==> src/rtl/apb_boot_pkg.sv <==
// Shared types and default timing constants for the APB boot sequencer.
package apb_boot_pkg;

  typedef enum logic [2:0] {
    StIdle,
    StFetch,
    StWait,
    StWrite,
    StGap,
    StCoreRst,
    StRun,
    StDone
  } boot_state_t;

  localparam int unsigned BOOT_HOLD_CYCLES = 4;
  localparam int unsigned BOOT_RST_CYCLES  = 2;
  localparam int unsigned BOOT_RUN_TIMEOUT = 5000;

  function automatic int unsigned boot_max3(input int unsigned a, input int unsigned b,
                                            input int unsigned c);
    int unsigned m;
    m = (a > b) ? a : b;
    return (m > c) ? m : c;
  endfunction

endpackage

==> src/rtl/boot_down_counter.sv <==
// Loadable down-counter that saturates at zero and flags it.
module boot_down_counter #(
  parameter int unsigned WIDTH = 8
) (
  input  logic             clk,
  input  logic             rst_n,
  input  logic             i_load,
  input  logic [WIDTH-1:0] i_value,
  input  logic             i_dec,
  output logic             o_zero
);

  logic [WIDTH-1:0] r_cnt;

  always_ff @(posedge clk or negedge rst_n) begin
    if (!rst_n) begin
      r_cnt <= '0;
    end else if (i_load) begin
      r_cnt <= i_value;
    end else if (i_dec && (r_cnt != '0)) begin
      r_cnt <= r_cnt - WIDTH'(1);
    end
  end

  assign o_zero = (r_cnt == '0);

endmodule

==> src/rtl/apb_boot_master.sv <==
// Boot sequencer: copies ROM words into the core over its load port, then resets and runs
// the core under a watchdog.
module apb_boot_master
  import apb_boot_pkg::*;
#(
  parameter int unsigned DATA_LENGTH    = 32,
  parameter int unsigned ADDRESS_LENGTH = 12,
  parameter int unsigned HOLD_CYCLES    = BOOT_HOLD_CYCLES,
  parameter int unsigned RST_CYCLES     = BOOT_RST_CYCLES,
  parameter int unsigned RUN_TIMEOUT    = BOOT_RUN_TIMEOUT
) (
  input  logic                      clk,
  input  logic                      rst_n,
  input  logic                      start,
  input  logic [ADDRESS_LENGTH:0]   word_count,
  output logic                      rom_en,
  output logic [ADDRESS_LENGTH-1:0] rom_addr,
  input  logic [DATA_LENGTH-1:0]    rom_data,
  output logic [31:0]               addr_in,
  output logic [DATA_LENGTH-1:0]    data_in,
  output logic                      pselect,
  output logic                      pwrite,
  output logic                      pready,
  output logic                      instruction_load_start,
  output logic                      core_select,
  output logic                      core_rst_n,
  input  logic                      run_complete,
  output logic                      busy,
  output logic                      done,
  output logic                      timeout
);

  localparam int unsigned CNT_W = $clog2(boot_max3(HOLD_CYCLES, RST_CYCLES, RUN_TIMEOUT) + 1);
  // Counter is preloaded with N-1 so the zero flag marks the last cycle of each phase.
  localparam logic [CNT_W-1:0] HOLD_LD = CNT_W'(HOLD_CYCLES - 1);
  localparam logic [CNT_W-1:0] RST_LD  = CNT_W'(RST_CYCLES - 1);
  localparam logic [CNT_W-1:0] RUN_LD  = CNT_W'(RUN_TIMEOUT - 1);

  boot_state_t               r_state;
  logic [ADDRESS_LENGTH:0]   r_count;
  logic [ADDRESS_LENGTH:0]   r_index;
  logic                      r_rom_en;
  logic [ADDRESS_LENGTH-1:0] r_rom_addr;
  logic [31:0]               r_addr_in;
  logic [DATA_LENGTH-1:0]    r_data_in;
  logic                      r_strobe;
  logic                      r_ils;
  logic                      r_core_select;
  logic                      r_core_rst_n;
  logic                      r_busy;
  logic                      r_done;
  logic                      r_timeout;

  logic [ADDRESS_LENGTH:0]   w_index_nxt;
  logic                      w_last;
  logic                      w_cnt_load;
  logic [CNT_W-1:0]          w_cnt_value;
  logic                      w_cnt_dec;
  logic                      w_cnt_zero;

  assign w_index_nxt = r_index + (ADDRESS_LENGTH + 1)'(1);
  assign w_last      = (w_index_nxt == r_count);

  always_comb begin
    w_cnt_load  = 1'b0;
    w_cnt_value = '0;
    w_cnt_dec   = 1'b0;
    unique case (r_state)
      StIdle, StDone: begin
        if (start && (word_count == '0)) begin
          w_cnt_load  = 1'b1;
          w_cnt_value = RST_LD;
        end
      end
      StWait: begin
        w_cnt_load  = 1'b1;
        w_cnt_value = HOLD_LD;
      end
      StWrite, StRun: w_cnt_dec = 1'b1;
      StGap: begin
        if (w_last) begin
          w_cnt_load  = 1'b1;
          w_cnt_value = RST_LD;
        end
      end
      StCoreRst: begin
        if (w_cnt_zero) begin
          w_cnt_load  = 1'b1;
          w_cnt_value = RUN_LD;
        end else begin
          w_cnt_dec = 1'b1;
        end
      end
      default: ;
    endcase
  end

  boot_down_counter #(
    .WIDTH (CNT_W)
  ) u_cnt (
    .clk     (clk),
    .rst_n   (rst_n),
    .i_load  (w_cnt_load),
    .i_value (w_cnt_value),
    .i_dec   (w_cnt_dec),
    .o_zero  (w_cnt_zero)
  );

  always_ff @(posedge clk or negedge rst_n) begin
    if (!rst_n) begin
      r_state       <= StIdle;
      r_count       <= '0;
      r_index       <= '0;
      r_rom_en      <= 1'b0;
      r_rom_addr    <= '0;
      r_addr_in     <= '0;
      r_data_in     <= '0;
      r_strobe      <= 1'b0;
      r_ils         <= 1'b0;
      r_core_select <= 1'b0;
      r_core_rst_n  <= 1'b0;
      r_busy        <= 1'b0;
      r_done        <= 1'b0;
      r_timeout     <= 1'b0;
    end else begin
      unique case (r_state)
        StIdle, StDone: begin
          if (start) begin
            r_count      <= word_count;
            r_index      <= '0;
            r_done       <= 1'b0;
            r_timeout    <= 1'b0;
            r_busy       <= 1'b1;
            r_core_rst_n <= 1'b0;
            if (word_count == '0) begin
              r_state       <= StCoreRst;
              r_core_select <= 1'b1;
              r_ils         <= 1'b0;
            end else begin
              r_state       <= StFetch;
              r_core_select <= 1'b0;
              r_ils         <= 1'b1;
              r_rom_en      <= 1'b1;
              r_rom_addr    <= '0;
            end
          end
        end
        StFetch: begin
          r_rom_en <= 1'b0;
          r_state  <= StWait;
        end
        StWait: begin
          r_data_in <= rom_data;
          r_addr_in <= 32'(r_index[ADDRESS_LENGTH-1:0]);
          r_strobe  <= 1'b1;
          r_state   <= StWrite;
        end
        StWrite: begin
          if (w_cnt_zero) begin
            r_strobe <= 1'b0;
            r_state  <= StGap;
          end
        end
        StGap: begin
          r_index <= w_index_nxt;
          if (w_last) begin
            r_state       <= StCoreRst;
            r_core_select <= 1'b1;
            r_ils         <= 1'b0;
          end else begin
            r_state    <= StFetch;
            r_rom_en   <= 1'b1;
            r_rom_addr <= w_index_nxt[ADDRESS_LENGTH-1:0];
          end
        end
        StCoreRst: begin
          if (w_cnt_zero) begin
            r_state      <= StRun;
            r_core_rst_n <= 1'b1;
          end
        end
        StRun: begin
          // Completion takes priority over a watchdog expiry in the same cycle.
          if (run_complete) begin
            r_state <= StDone;
            r_done  <= 1'b1;
            r_busy  <= 1'b0;
          end else if (w_cnt_zero) begin
            r_state   <= StDone;
            r_done    <= 1'b1;
            r_timeout <= 1'b1;
            r_busy    <= 1'b0;
          end
        end
        default: r_state <= StIdle;
      endcase
    end
  end

  assign rom_en                 = r_rom_en;
  assign rom_addr               = r_rom_addr;
  assign addr_in                = r_addr_in;
  assign data_in                = r_data_in;
  assign pselect                = r_strobe;
  assign pwrite                 = r_strobe;
  assign pready                 = r_strobe;
  assign instruction_load_start = r_ils;
  assign core_select            = r_core_select;
  assign core_rst_n             = r_core_rst_n;
  assign busy                   = r_busy;
  assign done                   = r_done;
  assign timeout                = r_timeout;

endmodule

==> config.mk <==
export PLATFORM = sky130hd
export DESIGN_NAME = apb_boot_master
export DESIGN_NICKNAME = d
export VERILOG_FILES = /design/src/rtl/apb_boot_pkg.sv /design/src/rtl/boot_down_counter.sv /design/src/rtl/apb_boot_master.sv
export SDC_FILE = /design/constraint.sdc
export NUM_CORES = 1
export LEC_CHECK = 0
export CORE_UTILIZATION = 45
export DETAILED_ROUTE_END_ITERATION = 10
export DONT_BUFFER_PORTS = 1
export SETUP_SLACK_MARGIN = 0.3
export SYNTH_ARGS = -nofsm -noshare
export SYNTH_HDL_FRONTEND = slang
export SYNTH_SLANG_ARGS = --single-unit
==> constraint.sdc <==
create_clock -name clk -period 2.73 [get_ports clk]
set_input_delay 0.273 -clock clk [delete_from_list [all_inputs] [get_ports clk]]
set_output_delay 0.273 -clock clk [all_outputs]
set_load 0.03 [all_outputs]
==> flow_summary.ini, run 1 <==
[status]
status = finished with violations
violations = negative hold slack

[die]
dieArea_um2 = 12800
die_y_um = 113
num_rows = 40
core_region_area_um2 = 12000
io_pins = 135
initial_core_util = 0.463
die_x_um = 113

[cells_and_area]
diodes = 0
regArea_um2 = 2660
layout.nets = 564
multi_input_area_um2 = 2630
fin_cells = 665
drive_gt1_frac = 0.276
areaGrowthSynthToFinish_pct = 8.82
fillers = 1094

[routing]
postRouteAntennaNets = 0
wirelength_um = 12200
vias = 3751
viasPerCell = 5.64
wl_per_cell_um = 18.3
remaining_drc_errors = 0
firstDrtPassIters = 4
drt_iter0_drc = 208

[yosys]
synth_area_leader_cell = dfrtp_1
netlist_area_um2 = 5560
synth_flop_cell = dfrtp_1
avgSynthCellArea_um2 = 10.9
synth_warnings = 0
yosysMostFrequentCell = dfrtp_1
synth_cell_types = 64
synth_top_area_share = 0.477
async_flop_share = 1.00
syn_inst = 510
ys_top_cells_by_area = dfrtp_1 48%, mux2_2 12%, buf_4 3.8%
synthTopCellsByCount = 106 x dfrtp_1, 57 x mux2_2, 43 x nor2_1
synth_edf_count = 0
synth_seq_cells = 106
yosysSeqAreaShare = 0.477

[setup_path]
slowest_delay_ps = 460
critPathKind = reg -> reg
critical_path_peak_fanout = 12
end_kind = flop
worstPathRequired_ps = 2990
cp-start-kind = flop
crit_arrival_ps = 2570
timing.critical_path.buf_inv = 1
slowest_stage = dfrtp_2
path_cells = ha_4, nand4_1, nor4_4, xnor2_2, nor4_1, and4_1, a31oi_2, buf_4, o22ai_1
crit_family = simple AND/OR/NAND/NOR gates

[power_and_ir_drop]
seq_power_share = 0.515
power.density_nw_per_um2 = 1070
power.total_w = 0.00646
p_int_w = 0.00374
p_sw_w = 0.00272
p_sw_frac = 0.421
power_frac_comb = 0.290
pwr-share-clk = 0.195
leakage_nw = 2.62
peakVddDrop_v = 0.000540

[run]
cap_viol_max_count = 0

[timing]
clock_skew_ps = 10.2
hold_viol = 106
max_freq_mhz = 434
grt_setup_unrepaired = no
fin_ws_ps = 424
finalSetupTns_ps = 0
period_share = 0.845
layout_min_cycle_time_ps = 2310
max_slew_margin = 0.466
setup_viol = 0
slew_violations = 0
worst_pin_slew_ps = 800
whs_ps = -385

[place]
dp.cells = 643
portBuffers = 0
place_ws_ps = 170
gp_congestion = 0.838
place.detailed.hpwl_um = 8650

[global_route]
grt-ovfl-total = 0
grt_use_total = 0.199
grt_max_degree = 107
grt_pass1_vias = 3721
antenna_found_initial = 0
grt_pass1_wl_um = 19700

[worst_hold_path]
min_path_type = in -> async

[clock_network]
h-tree-depth = 3
clock-root-buffer = clkbuf_16
cts_buffer_depth = 2
cts_buffers = 9
clock_latency_ps = 340
clk_pin_slew_ps = 80
clock-sinks = 106
cts_tree = yes
==> layer usage <==
layer  global-route usage  vias up  wire length, um
li1                     -     1754                -
met1                0.266     1832             5400
met2                0.301      150             5580
met3               0.0675       15             1000
met4               0.0693        0              204
met5                    0        -                0
==> metrics by stage <==
| stage | utilization | cell area, um^2 |
|---|---|---|
| 2_1_floorplan | - | 5630 |
| 3_3_place_gp | 0.469 | 5630 |
| 3_5_place_dp | 0.469 | 5630 |
| 4_1_cts | 0.495 | 5950 |
| 5_1_grt | 0.504 | 6050 |
| 6_report | 0.504 | 6050 |
==> placed cells by master (no fill, tap or decap), types with 4 or more instances in the layout <==
cell type	synthesis	layout
inv_1	24	24
nor2_1	43	40
nand2_1	32	32
and4_1	6	5
o311a_1	5	5
mux2_2	57	57
nor4_1	7	7
nor3_1	8	8
a21o_1	6	6
buf_4	28	23
clkbuf_16	0	9
o22ai_2	10	10
dfrtp_1	106	98
and2_1	5	4
xor2_1	7	7
o21ai_0	32	31
nand2b_1	7	7
and3_1	5	4
xnor2_1	21	18
conb_1	1	20
a21oi_1	8	8
nand3_4	2	4
nand3_1	8	8
dfrtp_2	0	8
==> flip-flops by register name, indices dropped and copies added (netlist names), 3 cells and up <==
register     flops
r_count         13
r_state          3
rom_addr        12
addr_in         12
data_in         32
r_index         13
u_cnt.r_cnt     13
==> logic make-up (layout without fill, tap and decap cells) <==
group,Yosys count,count (layout),synth area share
AO/OA/AOI/OAI,90,90,0.118
XOR/XNOR,30,30,0.0522
adder cells (fa/ha/maj),2,2,0.00450
buffers and inverters,75,64,0.0768
flip-flops,106,106,0.477
multiplexers,57,57,0.115
other,1,20,0.000675
AND/OR/NAND/NOR,149,149,0.155
==> timing repair <==
action,in CTS,in global routing
resized for setup,8,15
pin swaps,0,6
setup buffers,0,6
endpoints found under the hold margin,106,106
gates cloned,0,0
setup endpoints to repair,25,25
==> path summary, 6_finish.rpt <==
path / start / to / slack (ps) / depth (start not counted)
max: r_index[0] / rom_addr[10] / 420 / 9
min: rst_n / done / -390 / 0
max reg2reg: r_index[0] / rom_addr[10] / 420 / 9
min reg2reg: r_index[12] / r_index[12] / 510 / 1
max in group asynchronous: rst_n / r_index[4] / 2940 / 0
min in group clk: run_complete / timeout / 10 / 1
==> power groups by stage <==
stage | sequential [W] | combinational [W] | clock (W)
global route | 0.00342 | 0.00207 | 0.00136
CTS | 0.00333 | 0.00183 | 0.00129
floorplan | 0.00314 | 0.00156 | 0
detailed placement | 0.00334 | 0.00183 | 0
finish | 0.00333 | 0.00187 | 0.00126
global placement | 0.00334 | 0.00178 | 0
==> area by class of cell <==
class | count | area share
Inverter | 24 | 0.0149
Sequential cell | 106 | 0.440
Multi-Input combinational cell | 348 | 0.435
Clock inverter | 6 | 0.00951
Clock buffer | 10 | 0.0378
Tap cell | 147 | 0.0304
Timing Repair Buffer | 24 | 0.0319
Power figures use the tool's default switching activity.
==> inputs of run 2 (changes only) <==
- clock period: 2.73 -> 1.95 ns (I/O delays scaled with it)
==> flow_summary.ini, run 2 (synthesized netlist as in run 1, its figures left out) <==
[clock_network]
clock_latency_ps = 340
clock-sinks = 106
clock-root-buffer = clkbuf_16
cts_buffers = 9
cts_buffer_depth = 2
h-tree-depth = 3
cts_tree = yes
clk_pin_slew_ps = 70

[routing]
remaining_drc_errors = 0
drt_iter0_drc = 273
postRouteAntennaNets = 0
viasPerCell = 5.43
vias = 4401
wl_per_cell_um = 18.9
wirelength_um = 15300
firstDrtPassIters = 4

[setup_path]
critPathKind = reg -> reg
worstPathRequired_ps = 2210
cp-start-kind = flop
end_kind = flop
critical_path_peak_fanout = 12
crit_arrival_ps = 2550

[power_and_ir_drop]
power.density_nw_per_um2 = 1370
power.total_w = 0.0108
peakVddDrop_v = 0.000888
leakage_nw = 3.56

[timing]
setup_viol = 29
layout_min_cycle_time_ps = 2290
whs_ps = -458
worst_pin_slew_ps = 696
clock_skew_ps = 5.89
max_slew_margin = 0.531
finalSetupTns_ps = -8550
fin_ws_ps = -340
slew_violations = 0
max_freq_mhz = 437
hold_viol = 106
grt_setup_unrepaired = yes
period_share = 1.17

[cells_and_area]
areaGrowthSynthToFinish_pct = 42.0
layout.nets = 710
final_area_um2 = 7900
drive_gt1_frac = 0.430
mostFrequentLayoutCells = 98 x dfrtp_1, 87 x buf_4, 46 x dlygate4sd3_1
final_common_cell = dfrtp_1
fin_cells = 810
largest_register_ffs = 32
diodes = 0

[die]
initial_core_util = 0.463
die_x_um = 113
num_rows = 40
dieArea_um2 = 12800
io_pins = 135
die_y_um = 113
core_region_area_um2 = 12000

[place]
place.detailed.hpwl_um = 8990
portBuffers = 0
placed_area_um2 = 6230
gp_congestion = 0.871
dp.cells = 709

[global_route]
grt_use_total = 0.228
antenna_found_initial = 0
grt-ovfl-total = 0
grt_pass1_vias = 4362
grt_max_degree = 107
grt_pass1_wl_um = 22300

[status]
violations = negative hold slack, negative setup slack
status = finished with violations

[run]
cap_viol_max_count = 0

[worst_hold_path]
min_path_type = in -> async
==> run 2: metal layers <==
layer / wire (um) / up-vias / GRT usage
met4: 153 / 0 / 0.0658
met3: 1040 / 13 / 0.0616
met5: 0 / - / 0
met2: 7420 / 155 / 0.375
met1: 6670 / 2182 / 0.297
li1: - / 2051 / -
==> run 2: final timing paths <==
kind / start / depth (start not counted) / slack (ps) / endpoint
setup / recovery: r_index[2] / 9 / -340 / rom_addr[10]
hold reg to reg: r_index[12] / 1 / 500 / r_index[12]
hold / removal: rst_n / 0 / -460 / r_state[0]
min in group clk: run_complete / 1 / 30 / r_state[0]
setup reg to reg: r_index[2] / 9 / -340 / rom_addr[10]
max in group asynchronous: rst_n / 0 / 2190 / r_index[7]
==> run 2: through the flow <==
stage	setup slack, ps	util
floorplan	-277	-
global placement	-399	0.519
detailed placement	-445	0.519
CTS	-299	0.617
global route	-430	0.657
finish	-340	0.657
==> run 2: layout make-up <==
class | count | area (um^2)
fillers | 909 | 4120
multi-input cells | 349 | 2980
flip-flops and latches | 106 | 2660
repair buffers | 169 | 1670
clock buffers | 10 | 229
well taps | 147 | 184
inverters | 24 | 90.1
clock inverters | 5 | 81.3
==> run 2: where the power goes <==
group / total (W) / switching (W) / internal [W]
sequential: 0.00452 / 0.00158 / 0.00294
combinational: 0.00436 / 0.00190 / 0.00245
clock: 0.00192 / 0.000796 / 0.00112
total: 0.0108 / 0.00427 / 0.00651
==> run 2: critical path, cell delays in order, from the launching register on <==
cell and delay (ps):
dfrtp_1 410, buf_4 210, nand4_1 150, nor4_4 310
xnor2_2 130, nor4_2 320, and4_1 260, a31oi_2 110
buf_12 170, o22ai_1 140
==> run 2: repair_timing <==
| item | in CTS | in global routing |
|---|---|---|
| hold endpoints to repair | 150 | 108 |
| pin swaps | 16 | 24 |
| resized for setup | 42 | 100 |
| endpoints found under the setup margin | 83 | 105 |
| buffers inserted | 21 | 12 |
| gates cloned | 4 | 3 |
| hold buffers | 44 | 2 |
==> inputs of run 3 (changes only) <==
- ABC_AREA: default -> 1
==> flow_summary.ini, run 3 <==
[place]
placed_area_um2 = 5590
place.detailed.hpwl_um = 8570
gp_congestion = 0.853
portBuffers = 0
dp.cells = 816

[yosys]
synth_top_family_by_area = simple AND/OR/NAND/NOR gates
synth_edf_count = 0
synth_top_area_share = 0.511
netlist_area_um2 = 5190
synth_flop_cell = dfrtp_1
synth_area_leader_cell = dfrtp_1
avgSynthCellArea_um2 = 8.01
yosysMostFrequentCell = nand2_1
synth_xor_area_frac = 0.0195
yosysSeqAreaShare = 0.511
synth_compound_gate_area_share = 0.0757
synthTopCellsByCount = 246 x nand2_1, 106 x dfrtp_1, 60 x inv_1
synth_seq_cells = 106
ys_top_cells_by_area = dfrtp_1 51%, nand2_1 18%, o21ai_0 4.4%
synth_cell_types = 36
async_flop_share = 1.00
syn_inst = 648
synthAdderAreaFrac = 0.00482
synth_mux_area_frac = 0
synth_warnings = 0
synth-simple-area-share = 0.296

[routing]
viasPerCell = 4.94
wl_per_cell_um = 14.4
vias = 4375
wirelength_um = 12800
drt_iter0_drc = 211
firstDrtPassIters = 4
postRouteAntennaNets = 0
remaining_drc_errors = 0

[clock_network]
cts_buffers = 9
h-tree-depth = 3
clock-sinks = 106
clock-root-buffer = clkbuf_16
cts_buffer_depth = 2
cts_tree = yes
clk_pin_slew_ps = 70
cts_hold_buf = 33
clock_latency_ps = 350

[cells_and_area]
diodes = 0
final_common_cell = nand2_1
fin_cells = 885
mostFrequentLayoutCells = 228 x nand2_1, 102 x dfrtp_1, 52 x inv_1
final_area_um2 = 6680
largest_register_ffs = 32
areaGrowthSynthToFinish_pct = 28.8
layout.nets = 791
fin_util = 0.606
drive_gt1_frac = 0.211

[status]
status = finished with violations
violations = negative hold slack, negative setup slack

[setup_path]
crit_arrival_ps = 2450
cp-start-kind = flop
crit_family = simple AND/OR/NAND/NOR gates
timing.critical_path.buf_inv = 3
slowest_stage = dfrtp_2
critPathKind = reg -> reg
rr_startpoint = r_index[0]
critical_path_peak_fanout = 7
slowest_delay_ps = 440
critPathLaunch = r_index[0]
path_cells = ha_4, nand2_4, inv_2, nand2_2, nand2_2, inv_2, nor2_1, nor2_1, nand2_1, nor2_1, nand3_1, nor2_2, nand2_4, nand3_4, buf_12, nand2_2, o21ai_1
worstPathRequired_ps = 2220
end_kind = flop

[power_and_ir_drop]
leakage_nw = 3.41
peakVddDrop_v = 0.00106
power.density_nw_per_um2 = 1510

[timing]
grt_setup_unrepaired = yes
clock_skew_ps = 6.85
hold_viol = 106
period_share = 1.12
slew_violations = 0
layout_min_cycle_time_ps = 2180
worst_pin_slew_ps = 576
setup_viol = 30
max_slew_margin = 0.613
fin_ws_ps = -225
whs_ps = -463
max_freq_mhz = 460

[global_route]
grt_max_degree = 107
antenna_found_initial = 0
grt-ovfl-total = 0
grt_use_total = 0.221
grt_pass1_vias = 4151
grt_pass1_wl_um = 19900

[die]
initial_core_util = 0.470
die_x_um = 109
die_y_um = 109
io_pins = 135
num_rows = 38
core_region_area_um2 = 11000
dieArea_um2 = 12000

[worst_hold_path]
min_path_type = in -> async

[run]
cap_viol_max_count = 0
-- run 3: path summary, 6_finish.rpt --
path | slack, ps | endpoint | cells after the start
min reg2reg | 490 | r_count[10] | 2
max reg2reg | -230 | rom_addr[2] | 17
max | -230 | rom_addr[2] | 17
min | -460 | rom_addr[0] | 0
min in group clk | 10 | r_count[2] | 2
max in group asynchronous | 2220 | u_cnt.r_cnt[2] | 0
-- run 3: final cells by class --
type                    instances  area [um^2]
clock inverters                 5         86.3
repair buffers                100          942
multi-input cells             461         2340
inverters                      62          238
fillers                       954         4350
flip-flops and latches        106         2660
well taps                     140          175
clock buffers                  11          243
-- run 3: worst register-to-register path, delay by kind of cell, from the launching register on --
family / cells / cell delay (ps)
buffers and inverters: 3 / 280
flip-flops: 1 / 440
AND/OR/NAND/NOR: 12 / 1100
adder cells (fa/ha/maj): 1 / 200
AO/OA/AOI/OAI: 1 / 80
-- run 3: what timing repair did --
item | 4_1_cts | 5_1_grt
endpoints found under the setup margin | 34 | 102
cloned | 1 | 0
resized for setup | 30 | 49
endpoints found under the hold margin | 139 | 106
setup buffers | 13 | 6
pin swaps | 16 | 17
-- run 3: layer usage --
metal	track usage	part of all wire	vias up
met5	0	0	-
met4	0.0876	0.021	0
met3	0.0557	0.048	22
met2	0.367	0.50	109
met1	0.275	0.43	2060
li1	-	-	2184
-- run 3: cell families after synthesis --
| logic type | Yosys count |
|---|---|
| xor+xnor | 10 |
| buf+inv | 100 |
| fa+ha+maj | 2 |
| simple gates | 360 |
| other cells | 1 |
| compound gates | 69 |
| flops | 106 |
-- run 3: metrics by stage --
stage | setup slack (ps) | TNS (ps) | total power, W
finish | -225 | -5090 | 0.0101
global route | -434 | -11130 | 0.0108
CTS | -205 | -4790 | 0.00984
detailed placement | -266 | -6100 | 0.00753
global placement | -215 | -3980 | 0.00742
floorplan | 12.1 | 0 | 0.00658
-- run 3: where the power goes --
group	total, W	switching [W]	leakage [nW]	internal [W]
Sequential	0.00436	0.00145	1.37	0.00291
Clock	0.00198	0.000815	0.154	0.00117
Combinational	0.00377	0.00221	1.88	0.00156
Total	0.0101	0.00447	3.41	0.00564
